===== src/rtl/panel_io_pkg.sv =====
// Shared constants for the front-panel I/O bank: LED mode codes and debounce counter sizing.
package panel_io_pkg;

   localparam logic [1:0] LED_OFF  = 2'b00;
   localparam logic [1:0] LED_ON   = 2'b01;
   localparam logic [1:0] LED_SLOW = 2'b10;
   localparam logic [1:0] LED_FAST = 2'b11;

   // Counter must be able to hold DEB_CYCLES-1 for any DEB_CYCLES >= 1.
   function automatic int deb_width(input int cycles);
      return $clog2(cycles + 32'sd1);
   endfunction

   localparam int DEB_CYCLES_DFLT = 32'sd1000;
   localparam int DEB_CW          = deb_width(DEB_CYCLES_DFLT);

endpackage


===== src/rtl/panel_debounce.sv =====
// One button: two-flop synchroniser, polarity fix and stable-count debounce of the level.
module panel_debounce
   import panel_io_pkg::*;
#(
   parameter int DEB_CYCLES = DEB_CYCLES_DFLT,
   parameter bit ACT_LOW    = 1'b1
) (
   input  logic ti_clk,
   input  logic reset_n,
   input  logic btn_raw,
   output logic level,
   output logic rise
);

   localparam int            CW       = deb_width(DEB_CYCLES);
   localparam logic [CW-1:0] CNT_LAST = CW'(DEB_CYCLES - 32'sd1);

   logic          meta_r;
   logic          sync_r;
   logic          level_r;
   logic [CW-1:0] cnt_r;
   logic          pressed_s;
   logic          hit_s;

   // Synchroniser flops reset to the idle pin level so reset release never looks like a press.
   always_ff @(posedge ti_clk or negedge reset_n) begin
      if (!reset_n) begin
         meta_r <= ACT_LOW;
         sync_r <= ACT_LOW;
      end else begin
         meta_r <= btn_raw;
         sync_r <= meta_r;
      end
   end

   assign pressed_s = sync_r ^ ACT_LOW;
   assign hit_s     = (pressed_s != level_r) && (cnt_r == CNT_LAST);

   // Debounce counter and accepted level.
   always_ff @(posedge ti_clk or negedge reset_n) begin
      if (!reset_n) begin
         cnt_r   <= {CW{1'b0}};
         level_r <= 1'b0;
      end else if (pressed_s == level_r) begin
         cnt_r   <= {CW{1'b0}};
      end else if (hit_s) begin
         cnt_r   <= {CW{1'b0}};
         level_r <= pressed_s;
      end else begin
         cnt_r   <= cnt_r + CW'(32'sd1);
      end
   end

   assign level = level_r;
   // Strobe is high in the cycle whose closing edge raises the level.
   assign rise  = hit_s & pressed_s;

endmodule


===== src/rtl/panel_io_bank.sv =====
// Front-panel I/O bank: debounced buttons with sticky press flags, mode-driven LEDs, add/accumulate.
// Optional PANEL_BLINK_EN builds the blink prescaler; without it blink modes light steadily.
module panel_io_bank
   import panel_io_pkg::*;
#(
   parameter int NBTN        = 32'sd4,
   parameter int NLED        = 32'sd8,
   parameter int W           = 32'sd16,
   parameter int DEB_CYCLES  = 32'sd1000,
   parameter int BLINK_W     = 32'sd24,
   parameter bit BTN_ACT_LOW = 1'b1,
   parameter bit LED_ACT_LOW = 1'b1
) (
   input  logic              ti_clk,
   input  logic              reset_n,
   input  logic [NBTN-1:0]   btn_in,
   input  logic [NBTN-1:0]   btn_clr,
   output logic [NBTN-1:0]   btn_level,
   output logic [NBTN-1:0]   btn_event,
   input  logic [2*NLED-1:0] led_ctrl,
   output logic [NLED-1:0]   led_out,
   input  logic [W-1:0]      op_a,
   input  logic [W-1:0]      op_b,
   input  logic              op_mode,
   input  logic              op_valid,
   output logic [W:0]        sum,
   output logic              sum_valid,
   output logic              sum_ovf
);

   logic [NBTN-1:0] level_s;
   logic [NBTN-1:0] rise_s;
   logic [NBTN-1:0] btn_event_r;
   logic [NLED-1:0] lit_s;
   logic [NLED-1:0] led_r;
   logic            slow_s;
   logic            fast_s;
   logic [W:0]      add_s;
   logic [W+1:0]    acc_s;
   logic [W:0]      sum_r;
   logic            sum_valid_r;
   logic            sum_ovf_r;

   for (genvar g = 0; g < NBTN; g++) begin : g_btn
      panel_debounce #(
         .DEB_CYCLES (DEB_CYCLES),
         .ACT_LOW    (BTN_ACT_LOW)
      ) u_deb (
         .ti_clk  (ti_clk),
         .reset_n (reset_n),
         .btn_raw (btn_in[g]),
         .level   (level_s[g]),
         .rise    (rise_s[g])
      );
   end

   // Sticky press flags; a rise in the same cycle as a clear keeps the flag set.
   always_ff @(posedge ti_clk or negedge reset_n) begin
      if (!reset_n) begin
         btn_event_r <= {NBTN{1'b0}};
      end else begin
         btn_event_r <= (btn_event_r & ~btn_clr) | rise_s;
      end
   end

`ifdef PANEL_BLINK_EN
   logic [BLINK_W-1:0] blink_cnt_r;

   // Free-running blink prescaler.
   always_ff @(posedge ti_clk or negedge reset_n) begin
      if (!reset_n) begin
         blink_cnt_r <= {BLINK_W{1'b0}};
      end else begin
         blink_cnt_r <= blink_cnt_r + BLINK_W'(32'sd1);
      end
   end

   assign slow_s = blink_cnt_r[BLINK_W-1];
   assign fast_s = blink_cnt_r[BLINK_W-3];
`else
   assign slow_s = 1'b1;
   assign fast_s = 1'b1;
`endif

   // Per-LED lit decode from its 2-bit mode.
   always_comb begin
      lit_s = {NLED{1'b0}};
      for (int i = 0; i < NLED; i++) begin
         case (led_ctrl[2*i +: 2])
            LED_OFF:  lit_s[i] = 1'b0;
            LED_ON:   lit_s[i] = 1'b1;
            LED_SLOW: lit_s[i] = slow_s;
            LED_FAST: lit_s[i] = fast_s;
            default:  lit_s[i] = 1'b0;
         endcase
      end
   end

   // Registered LED pins with polarity applied.
   always_ff @(posedge ti_clk or negedge reset_n) begin
      if (!reset_n) begin
         led_r <= {NLED{LED_ACT_LOW}};
      end else begin
         led_r <= lit_s ^ {NLED{LED_ACT_LOW}};
      end
   end

   assign add_s = {1'b0, op_a} + {1'b0, op_b};
   // Extra top bit captures the carry out of the W+1-bit accumulator.
   assign acc_s = {1'b0, sum_r} + {2'b00, op_a};

   // Add/accumulate result, valid pulse and sticky overflow.
   always_ff @(posedge ti_clk or negedge reset_n) begin
      if (!reset_n) begin
         sum_r       <= {(W+1){1'b0}};
         sum_valid_r <= 1'b0;
         sum_ovf_r   <= 1'b0;
      end else begin
         sum_valid_r <= op_valid;
         if (op_valid) begin
            if (!op_mode) begin
               sum_r     <= add_s;
               sum_ovf_r <= 1'b0;
            end else begin
               sum_r     <= acc_s[W:0];
               sum_ovf_r <= sum_ovf_r | acc_s[W+1];
            end
         end
      end
   end

   assign btn_level = level_s;
   assign btn_event = btn_event_r;
   assign led_out   = led_r;
   assign sum       = sum_r;
   assign sum_valid = sum_valid_r;
   assign sum_ovf   = sum_ovf_r;

endmodule


===== config.mk =====
export PLATFORM = sky130hd
export DESIGN_NAME = panel_io_bank
export DESIGN_NICKNAME = d
export VERILOG_FILES = /design/src/rtl/panel_io_pkg.sv /design/src/rtl/panel_debounce.sv /design/src/rtl/panel_io_bank.sv
export SDC_FILE = /design/constraint.sdc
export NUM_CORES = 1
export LEC_CHECK = 0
export BUFFER_PORTS_ARGS = -buffer_cell sky130_fd_sc_hd__buf_4
export CORE_UTILIZATION = 55
export DETAILED_ROUTE_END_ITERATION = 6
export PLACE_DENSITY = 0.82
export SLEW_MARGIN = 20
export SYNTH_ARGS = -nofsm -noshare
export SYNTH_HDL_FRONTEND = slang
export SYNTH_SLANG_ARGS = --single-unit
export TNS_END_PERCENT = 1

===== constraint.sdc =====
create_clock -name ti_clk -period 3.1 [get_ports ti_clk]
set_input_delay 0.31 -clock ti_clk [delete_from_list [all_inputs] [get_ports ti_clk]]
set_output_delay 0.31 -clock ti_clk [all_outputs]
set_load 0.1 [all_outputs]

==> impl_results.md, run 1 <==
- Drt via density: about 5.6
- RSZ-0062 raised after global routing: false
- Crit path time final: 2.51 ns
- Endpoints failing setup: 0
- Violated checks: negative hold slack
- Placed Area: 5670 µm²
- WL/cell: 14.8 µm
- Post-DRT Antenna Nets: 0
- Max Root-Sink Buffers: 2
- Residual DRC: 0
- Max FO, Critical Path: 5
- Area of the multi-input gates: approximately 2700 µm²
- Starting density of the core: 0.567
- Initial DRC Count: 186
- Net count after synthesis: 617
- Ys flop type: dfrtp_1
- Worst Max-Slew Pin Slew: 0.744 ns
- Pre-antenna DRT Iters: 5
- CTS tree: yes
- Total GRT Usage: 0.239
- Hold Slack: -0.0243 ns
- Hold Vio Cnt, Final: 6
- EDFF count, synth: 0
- Average size of a mapped cell: 9.48 µm²
- Die Span Y: 96.6 µm
- Sw Ratio: 0.461
- Pint: 2.22 mW
- Post-DP HPWL: 7850 µm
- Max-cap viol count: 0
- Final Cell Area: 5880 µm²
- Startpoint types: flip-flop
- Sequential share of the synthesized area: 0.426
- Die width: 96.6 µm
- Rel. slew slack: 0.504
- Initial antenna violation count: 0
- Mapped cell area: about 4900 µm²
- CP Class: reg2reg
- Switching power of the nets: 1.90 mW
- Cells after Synth: 519
- H-tree Lvls: 3
- Clock power share: 0.196
- Max-slew violations: 0
- Worst Skew: 0.0122 ns
- Row count: 34
- Sequential cell area: 2100 µm²
- Post-synth cell types: 61
- GPL Wtd Cong: 0.844
- Fin crit share: 0.810
- P&R area growth vs syn: 19.5%
- Peak Freq: 0.398 GHz
- Vias in the first global route: 3868
- Core ar.: 8680 µm²
- Root buffer cell: clkbuf_8
- Via count: 4055
- Clock sink count: 83
- #FFs+latches synth: between 80 and 90
- Reg clk slew, reported paths: 0.09 ns
- Overflow after GRT: 0
- Yosys warnings: 0
- Nets: 704
- Clock Latency Late Sink: 0.36 ns
- PortBufs: 94
- Pin count of the biggest net entering global routing: 84
- Total clock buffers created by CTS: 9
- Post-CTS Setup Bufs: 0
- R2r setup slk: 0.59 ns
- Ports: 95
- Util after Layout: 0.677
- CP Data Arrival Time: 2.77 ns
- PostCTS Resize Cnt: 0
- RR Endpoint: sum[15]$_DFFE_PN0P_
- Share of cells above drive strength 1: 0.234
- Number of diodes: 0
- Reg power frac: 0.319
- Comb pwr share: 0.485
- Reg2Reg Depth: 8
- Hold bufs inserted after CTS: 0
- Status: finished with violations
- WP data required: 3.36 ns
- Die area: 9320 µm²
- Fillers: ~680
- Critical R2R Launch: sum[4]$_DFFE_PN0P_
- Pleak: 2.73 nW
- Worst min path class: in2async
- Max VDD drop: 0.627 mV
- Final WL: 10600 µm
- First-pass GRT wire length: 17100 µm
- Pwr Density: 700 nW/µm²
- Crit path capture type: flip-flop
- Share of flip-flops with an asynchronous set or reset: 1.00
- Final TNS setup: 0 ns
worst max-delay path, cell delays in order, from the launching register on:
cell and delay, ns:
dfrtp_1 0.41, ha_1 0.37, a21o_1 0.23, a31o_2 0.24
o211ai_1 0.31, o21ai_1 0.16, o31a_1 0.29, xnor2_1 0.13
a221oi_1 0.28
flip-flops by register name (all words and copies together), names as in the netlist:
signal	flops
btn_event	4
g_btn.u_deb.cnt_r	40
g_btn.u_deb.level	4
g_btn.u_deb.meta_r	4
g_btn.u_deb.sync_r	4
led_out	8
sum	17
sum_ovf	1
sum_valid	1
kinds of logic (layout without fill, tap and decap cells):
family          count (synthesis)  count (layout)  synth area share
compound gates                103             103             0.136
xor+xnor                       60              60             0.107
fa+ha+maj                      38              38            0.0997
buf+inv                        35             127            0.0315
flops                          83              83             0.426
mux                             5               5            0.0104
simple gates                  195             195             0.190
cells in the mapped netlist, types with 5 or more instances:
library cell	instances	area [µm²]
nand2_1	36	135
nand3_1	20	100
a21o_1	6	45.0
xnor2_1	28	245
ha_1	36	450
dfstp_2	16	420
o21ai_0	15	75.1
nor2_1	80	300
nand2b_1	7	43.8
nor2b_1	7	43.8
o211ai_1	5	37.5
a21oi_1	36	180
clkbuf_1	12	45.0
xor2_1	32	280
nor3_1	5	25.0
inv_1	17	63.8
and3_1	10	62.6
nand4_1	7	43.8
o22ai_1	5	31.3
dfrtp_1	67	1680
o21ai_1	7	35.0
power by group through the flow:
stage               Clock (mW)  Sequential [mW]  Combinational, mW
global route             0.873             1.33               2.14
floorplan                    0             2.01              0.857
finish                   0.807             1.31               2.00
CTS                      0.824             1.31               1.99
global placement             0             1.32               1.94
detailed placement           0             1.33               1.98
layout make-up:
cell class              count  area share
clock buffers               9      0.0211
flip-flops and latches     83       0.357
well taps                 108      0.0230
inverters                  17      0.0109
multi-input cells         401       0.454
clock inverters             7      0.0140
repair buffers             94       0.121
cells in the final DEF, fill, tap and decap left out, types with 4 or more instances in the layout:
cell type and n:
inv_1 17, dfstp_2 16, mux2i_1 4, ha_1 36, o22ai_1 5, buf_4 93, xor2_1 32, a31oi_1 4
clkbuf_8 9, xnor2_1 28, a21o_1 6, and3_1 10, nand3_1 20, o211ai_1 5, a21oi_1 36, o21ai_0 15
dfrtp_1 67, nand4_1 7, nand2_1 36, nand2b_1 7, o21ai_1 7, or2_2 4, nor2_1 80, nor3_1 5
nor2b_1 7
how the worst max path moves through the flow:
stage	slack, ns	startpoint	cells past startpoint	to
after floorplan	0.28	sum[4]$_DFFE_PN0P_	8	sum[15]$_DFFE_PN0P_
after global placement	0.58	op_a[0]	9	sum[14]$_DFFE_PN0P_
after detailed placement	0.54	op_a[0]	9	sum[14]$_DFFE_PN0P_
after CTS	0.62	sum[4]$_DFFE_PN0P_	8	sum[15]$_DFFE_PN0P_
after global routing	0.43	sum[4]$_DFFE_PN0P_	8	sum[15]$_DFFE_PN0P_
final	0.59	sum[4]$_DFFE_PN0P_	8	sum[15]$_DFFE_PN0P_
per-layer routing:
layer	GRT usage	vias to the layer above	wire length (µm)	share of wire
met1	0.312	1937	4580	0.43
li1	-	1981	-	-
met2	0.402	125	5330	0.50
met3	0.0469	12	605	0.057
met5	0	-	0	0
met4	0.0711	0	126	0.012
through the flow:
stage / total power [mW] / instances / hold WS [ns] / setup WS [ns]
after floorplan: 2.87 / 519 / 0.0144 / 0.278
after global placement: 3.26 / 703 / 0.346 / 0.584
after detailed placement: 3.31 / 703 / 0.347 / 0.539
after CTS: 4.12 / 719 / 0.0355 / 0.616
after global routing: 4.34 / 719 / 0.0372 / 0.433
final: 4.11 / 719 / -0.0243 / 0.589
No activity file was read; power rests on OpenSTA's default activity.
==> run 2, diff against run 1 <==
Settings changed: ABC_AREA set to 1, PLACE_DENSITY 0.82 to 0.81.
Clock period 3.1 ns to 2.51 ns, I/O delays scaled along.
==> run 2 against run 1 <==
The run now ends clean. Cell count increased by 45%. Clock power rose by 38%. Highest routed layer unchanged. Register-to-register slack worse by 0.03 ns. Synthesized cell count up 51%. Sequential power is 18% higher. Worst setup slack got worse by 0.025 ns. Largest power group unchanged.
==> impl_results.md, run 2 <==
- Row count: 36
- Hold Path Sink: btn_event[0]$_DFF_PN0_
- Hold path depth: 2
- Max Root-Sink Buffers: 2
- Worst Max-Slew Pin Slew: between 0.7 and 0.8 ns
- Total GRT Usage: 0.269
- Mapped cell area: 5540 µm²
- Ports: 95
- Via count: 5350
- Commonest cells after routing, fill and taps aside: 255 x nand2_1, 127 x inv_1, 93 x buf_4
- Nets: approximately 1000
- Initial DRC Count: about 240
- Util after Layout: 0.696
- Max incr delay on CP: 0.42 ns
- Total clock buffers created by CTS: 9
- Final TNS setup: 0 ns
- Reg power frac: 0.339
- Comb pwr share: 0.418
- Yosys warnings: 0
- CP Class: reg2reg
- Crit path capture type: flip-flop
- Max-slew violations: 0
- Endpoints failing setup: 0
- Clock sink count: 83
- Post-DP HPWL: 10000 µm
- Initial antenna violation count: 0
- Slowest stage cell, crit path: fa_1
- Fillers: 798
- Switching power of the nets: 1.96 mW
- First-pass GRT wire length: approximately 22000 µm
- Clock power share: 0.244
- Largest register FFs: 40
- Root buffer cell: clkbuf_8
- Post-synth cell types: 40
- Worst path most repeated cell: nand2_1
- Reg clk slew, reported paths: 0.09 ns
- WP data required: 2.76 ns
- Pin count of the biggest net entering global routing: 84
- Hold Startpoint: btn_clr[0]
- GPL Wtd Cong: 0.897
- Clock Latency Late Sink: 0.36 ns
- Leading area contributor after synthesis: dfrtp_1
- RR Endpoint: sum[14]$_DFFE_PN0P_
- Final WL: 13400 µm
- Net count after synthesis: 884
- Pwr Density: 668 nW/µm²
- R2r setup slk: 0.56 ns
- Reg2Reg Depth: 12
- Inst Count DP: 1004
- CTS tree: yes
- Cell with the most instances after synthesis: nand2_1
- Crit path cell chain: ha_1, fa_1, nand2_1, nand2_1, nand3b_1, nand2_1, nand2_1, nand3b_1, nand3_1, nand2_1, nand2_1, nand2_1
- Core ar.: 9770 µm²
- Sequential share of the synthesized area: 0.379
- Pleak: 3.73 nW
- WL/cell: between 10 and 15 µm
- H-tree Lvls: 3
- Max-cap viol count: 0
- PortBufs: 94
- Share of flip-flops with an asynchronous set or reset: 1.00
- RSZ-0062 raised after global routing: false
- P&R area growth vs syn: 22.8%
- Sw Ratio: 0.431
- Most common library cells after synthesis: 255 x nand2_1, 127 x inv_1, 68 x nor2_1
- #FFs+latches synth: 83
- Die width: just over 100 µm
- Rel. slew slack: 0.500
- Die area: 10500 µm²
- Non-Filler Instances: between 1000 and 1500
- Fin crit share: 0.775
- Post-DRT Antenna Nets: 0
- Starting density of the core: 0.567
- Ys flop type: dfrtp_1
- Average size of a mapped cell: 7.05 µm²
- Pint: around 2.6 mW
- Max FO, Critical Path: 3
- Max VDD drop: 0.654 mV
- Pre-antenna DRT Iters: 5
- Worst min path class: in2reg
- Crit path time final: 1.95 ns
- Synth top area cells: dfrtp_1 30%, nand2_1 17%, inv_1 8.6%
- Worst Skew: 0.0106 ns
- Peak Freq: about 0.51 GHz
- Die Span Y: between 100 and 150 µm
- CP Buf/Inv Count: 0
- Kind of cell adding the most delay to the critical path: simple AND/OR/NAND/NOR gates
- Number of diodes: 0
- Residual DRC: 0
- Drt via density: between 5 and 6
- Vias in the first global route: 5105
- Hold Vio Cnt, Final: 0
- Critical R2R Launch: sum[0]$_DFFE_PN0P_
- Top-area cell type share of the netlist area: 0.303
- CP Data Arrival Time: roughly 2.2 ns
- EDFF count, synth: 0
- Post-CTS Setup Bufs: 0
- Commonest non-fill, non-tap cell in the layout: nand2_1
- Cells after Synth: 786
- Status: finished, final reports clean
- Reg with most FFs: g_btn.u_deb.cnt_r
- Startpoint types: flip-flop
- Share of cells above drive strength 1: 0.157
- Overflow after GRT: 0
[run 2: cell count changes in the layout (fill, tap and decap cells not counted), sizes merged, moves of 7 or more]
cell	previous run	this run
inv	20	136
xor2	32	9
nand2	36	255
nand3	20	52
dlygate4sd3	0	21
nor3	5	19
xnor2	28	6
nor2b	7	0
nand2b	7	0
nand3b	3	10
nor2	80	71
and3	11	2
[run 2: per-stage QoR]
step           area [µm²]  power, mW  setup WS, ns  hold WS [ns]
2_1_floorplan        5540       2.95         0.245       -0.0446
3_3_place_gp         6360       3.38         0.619         0.345
3_5_place_dp         6360       3.42         0.551         0.347
4_1_cts              6770       4.56         0.580       0.00110
5_1_grt              6800       4.83         0.397        0.0386
6_report             6800       4.55         0.564        0.0568
[run 2: logic make-up after synthesis]
family,after synthesis,share of synthesized area
buf+inv,142,0.0992
fa+ha+maj,38,0.0885
simple gates,438,0.342
compound gates,70,0.0682
flops,83,0.379
xor+xnor,15,0.0237
[run 2: power groups by stage]
| stage | logic, mW | registers [mW] | clock network, mW |
|---|---|---|---|
| after global routing | 2.08 | 1.55 | 1.20 |
| after global placement | 1.82 | 1.56 | 0 |
| after floorplan | 0.824 | 2.12 | 0 |
| final | 1.90 | 1.54 | 1.11 |
| after detailed placement | 1.85 | 1.56 | 0 |
| after CTS | 1.89 | 1.54 | 1.13 |
[run 2: metal layers]
layer / vias to the layer above / GRT usage / part of all wire
met5: - / 0 / 0
met4: 0 / 0.115 / 0.024
met1: 2457 / 0.320 / 0.42
met2: 156 / 0.472 / 0.50
met3: 27 / 0.0554 / 0.056
li1: 2710 / - / -
[run 2: layout make-up]
cell class / instances / area [µm²] / area share
Clock buffer: 9 / 124 / 0.0182
Clock inverter: 7 / 105 / 0.0154
Inverter: 133 / 499 / 0.0734
Multi-Input combinational cell: 561 / 2890 / 0.425
Sequential cell: 83 / 2100 / 0.308
Tap cell: 133 / 166 / 0.0245
Timing Repair Buffer: 115 / 920 / 0.135
[run 2: repair_timing]
item / CTS / global route
hold endpoints to repair: 12 / 28
resized for setup: 0 / 0
endpoints found under the setup margin: 0 / 0
hold buffers: 18 / 3
[run 2: worst max path at each step]
stage | start | cells past startpoint | end | slack (ns)
after floorplan | sum[0]$_DFFE_PN0P_ | 12 | sum[14]$_DFFE_PN0P_ | 0.24
after global placement | op_a[0] | 13 | sum[12]$_DFFE_PN0P_ | 0.62
after detailed placement | op_a[0] | 13 | sum[12]$_DFFE_PN0P_ | 0.55
after CTS | sum[0]$_DFFE_PN0P_ | 13 | sum[12]$_DFFE_PN0P_ | 0.58
after global routing | sum[0]$_DFFE_PN0P_ | 11 | sum[16]$_DFFE_PN0P_ | 0.40
final | sum[0]$_DFFE_PN0P_ | 12 | sum[14]$_DFFE_PN0P_ | 0.56
==> run 3, diff against run 2 <==
Clock period 2.51 ns to 1.9 ns, I/O delays scaled along.
==> run 3 against run 2 <==
First-iteration DRC count grew 32%. Critical path type unchanged. Register-to-register slack lost 0.54 ns. Non-clock buffer count grew 9. Via count grew 2.7%. Cell area grew 3.3%. Highest routed layer unchanged. Largest cell class unchanged.
==> impl_results.md, run 3 (same netlist as run 2, synthesis figures left out) <==
- CTS tree: yes
- Row count: 36
- GR peak layer: met2
- Hold path depth: 2
- Die Span Y: between 100 and 150 µm
- Worst Skew: about 0.013 ns
- Reg2Reg Depth: 12
- Max FO, Critical Path: 3
- WL/cell: 13.5 µm
- R2r setup slk: 0.03 ns
- Max VDD drop: around 0.77 mV
- GRT met3 Usage: 0.0513
- H-tree Lvls: 3
- Vias in the first global route: between 5000 and 6000
- Number of diodes: 0
- Met1 Resource Use GR: 0.325
- Initial DRC Count: 316
- WP data required: 2.14 ns
- Crit path time final: approximately 1.9 ns
- Max-cap viol count: 0
- Ports: 95
- Die width: 102 µm
- Crit path capture type: flip-flop
- Clock sink count: 83
- Slowest stage cell, crit path: dfrtp_2
- Hold Vio Cnt, Final: 0
- Crit path cell chain: ha_4, fa_2, nand2_2, nand2_2, nand3b_1, nand2_2, nand2_2, nand3b_1, nand3_1, nand2_1, nand2_1, nand2_1
- Pleak: ~3.8 nW
- GPL Wtd Cong: 0.881
- Post-DRT Antenna Nets: 0
- Non-Filler Instances: 1050
- RSZ-0062 raised after global routing: true
- Reg with most FFs: g_btn.u_deb.cnt_r
- Nets: 1010
- Status: finished, final reports clean
- Fillers: 779
- Initial antenna violation count: 0
- Drt via density: 5.23
- Endpoints failing setup: 0
- Commonest non-fill, non-tap cell in the layout: nand2_1
- Final worst slack: between 0.02 and 0.03 ns
- Core ar.: 9770 µm²
- Peak Freq: 0.534 GHz
- Overflow after GRT: 0
- Max incr delay on CP: 0.44 ns
- Worst Max-Slew Pin Slew: 0.479 ns
- Clock Latency Late Sink: around 0.35 ns
- Util after Layout: 0.719
- Post-DP HPWL: 10200 µm
- PortBufs: 94
- GRT met2 Usage: 0.472
- Pin count of the biggest net entering global routing: 39
- CP Class: reg2reg
- First-pass GRT wire length: roughly 22000 µm
- Pwr Density: 872 nW/µm²
- Placed Area: about 6400 µm²
- Largest register FFs: 40
- Final TNS setup: 0 ns
- Inst Count DP: 1008
- Starting density of the core: 0.567
- Fin crit share: 0.987
- Residual DRC: 0
- Total GRT Usage: 0.268
- Max Root-Sink Buffers: 2
- Die area: 10500 µm²
- Share of cells above drive strength 1: 0.202
- Root buffer cell: clkbuf_8
- Rel. slew slack: 0.681
- Final Cell Area: 7030 µm²
- Reg clk slew, reported paths: 0.09 ns
- Max-slew violations: 0
- Via count: ~5500
- Total clock buffers created by CTS: 9
- Final WL: ~14000 µm
- Worst min path class: in2reg
- Pre-CTS setup slack: 0.0110 ns
- CP Data Arrival Time: 2.12 ns
- Commonest cells after routing, fill and taps aside: 247 x nand2_1, 127 x inv_1, 99 x buf_4
- Startpoint types: flip-flop
- Hold Slack: 0.0226 ns
- Tot Pwr: 6.13 mW
- Pre-antenna DRT Iters: 6
- P&R area growth vs syn: 26.9%
- Worst path most repeated cell: nand2_2
run 3: cell types whose count changed in the layout (fill, tap and decap cells not counted), sizes merged:
cell,delta
inv,-2
dlygate4sd3,+3
clkbuf,+1
clkinv,+2
bufinv,-1
buf,+6
run 3: worst paths after layout:
kind | to | start
worst max register to register | sum[14]$_DFFE_PN0P_ | sum[0]$_DFFE_PN0P_
worst max-delay path | sum[14]$_DFFE_PN0P_ | sum[0]$_DFFE_PN0P_
worst min-delay path | btn_event[0]$_DFF_PN0_ | btn_clr[0]
min in group asynchronous | g_btn[3].u_deb.cnt_r[9]$_DFF_PN0_ | reset_n
max in group asynchronous | g_btn[2].u_deb.sync_r$_DFF_PN1_ | reset_n
worst min register to register | g_btn[0].u_deb.sync_r$_DFF_PN1_ | g_btn[0].u_deb.meta_r$_DFF_PN1_
run 3: layout make-up:
type	instances	area [µm²]	area share
repair buffers	124	1000	0.143
multi-input cells	561	3040	0.432
flip-flops and latches	83	2120	0.301
clock inverters	6	71.3	0.0101
inverters	133	499	0.0710
clock buffers	10	138	0.0196
well taps	133	166	0.0237
run 3: repair_timing:
item	in CTS	in global routing
pin swaps	0	4
gates resized for setup	1	23
buffers inserted	0	2
hold endpoints to repair	45	0
endpoints found under the setup margin	4	11
hold buffers	24	0
gates cloned	0	0
run 3: report_power, final:
part	switching (mW)	total (mW)	internal (mW)
Clock	0.691	1.35	0.658
Combinational	1.86	2.71	0.852
Sequential	0.144	2.07	1.93
Total	2.69	6.13	3.44
run 3: critical path, delay by kind of cell (launching register included):
family        cells  cell delay [ns]
fa+ha+maj         2             0.59
flops             1             0.44
simple gates     10             0.74
run 3: routing by layer:
layer	part of all wire	routed length [µm]
met5	0	0
met4	0.021	295
met3	0.062	876
met2	0.51	7230
met1	0.41	5780
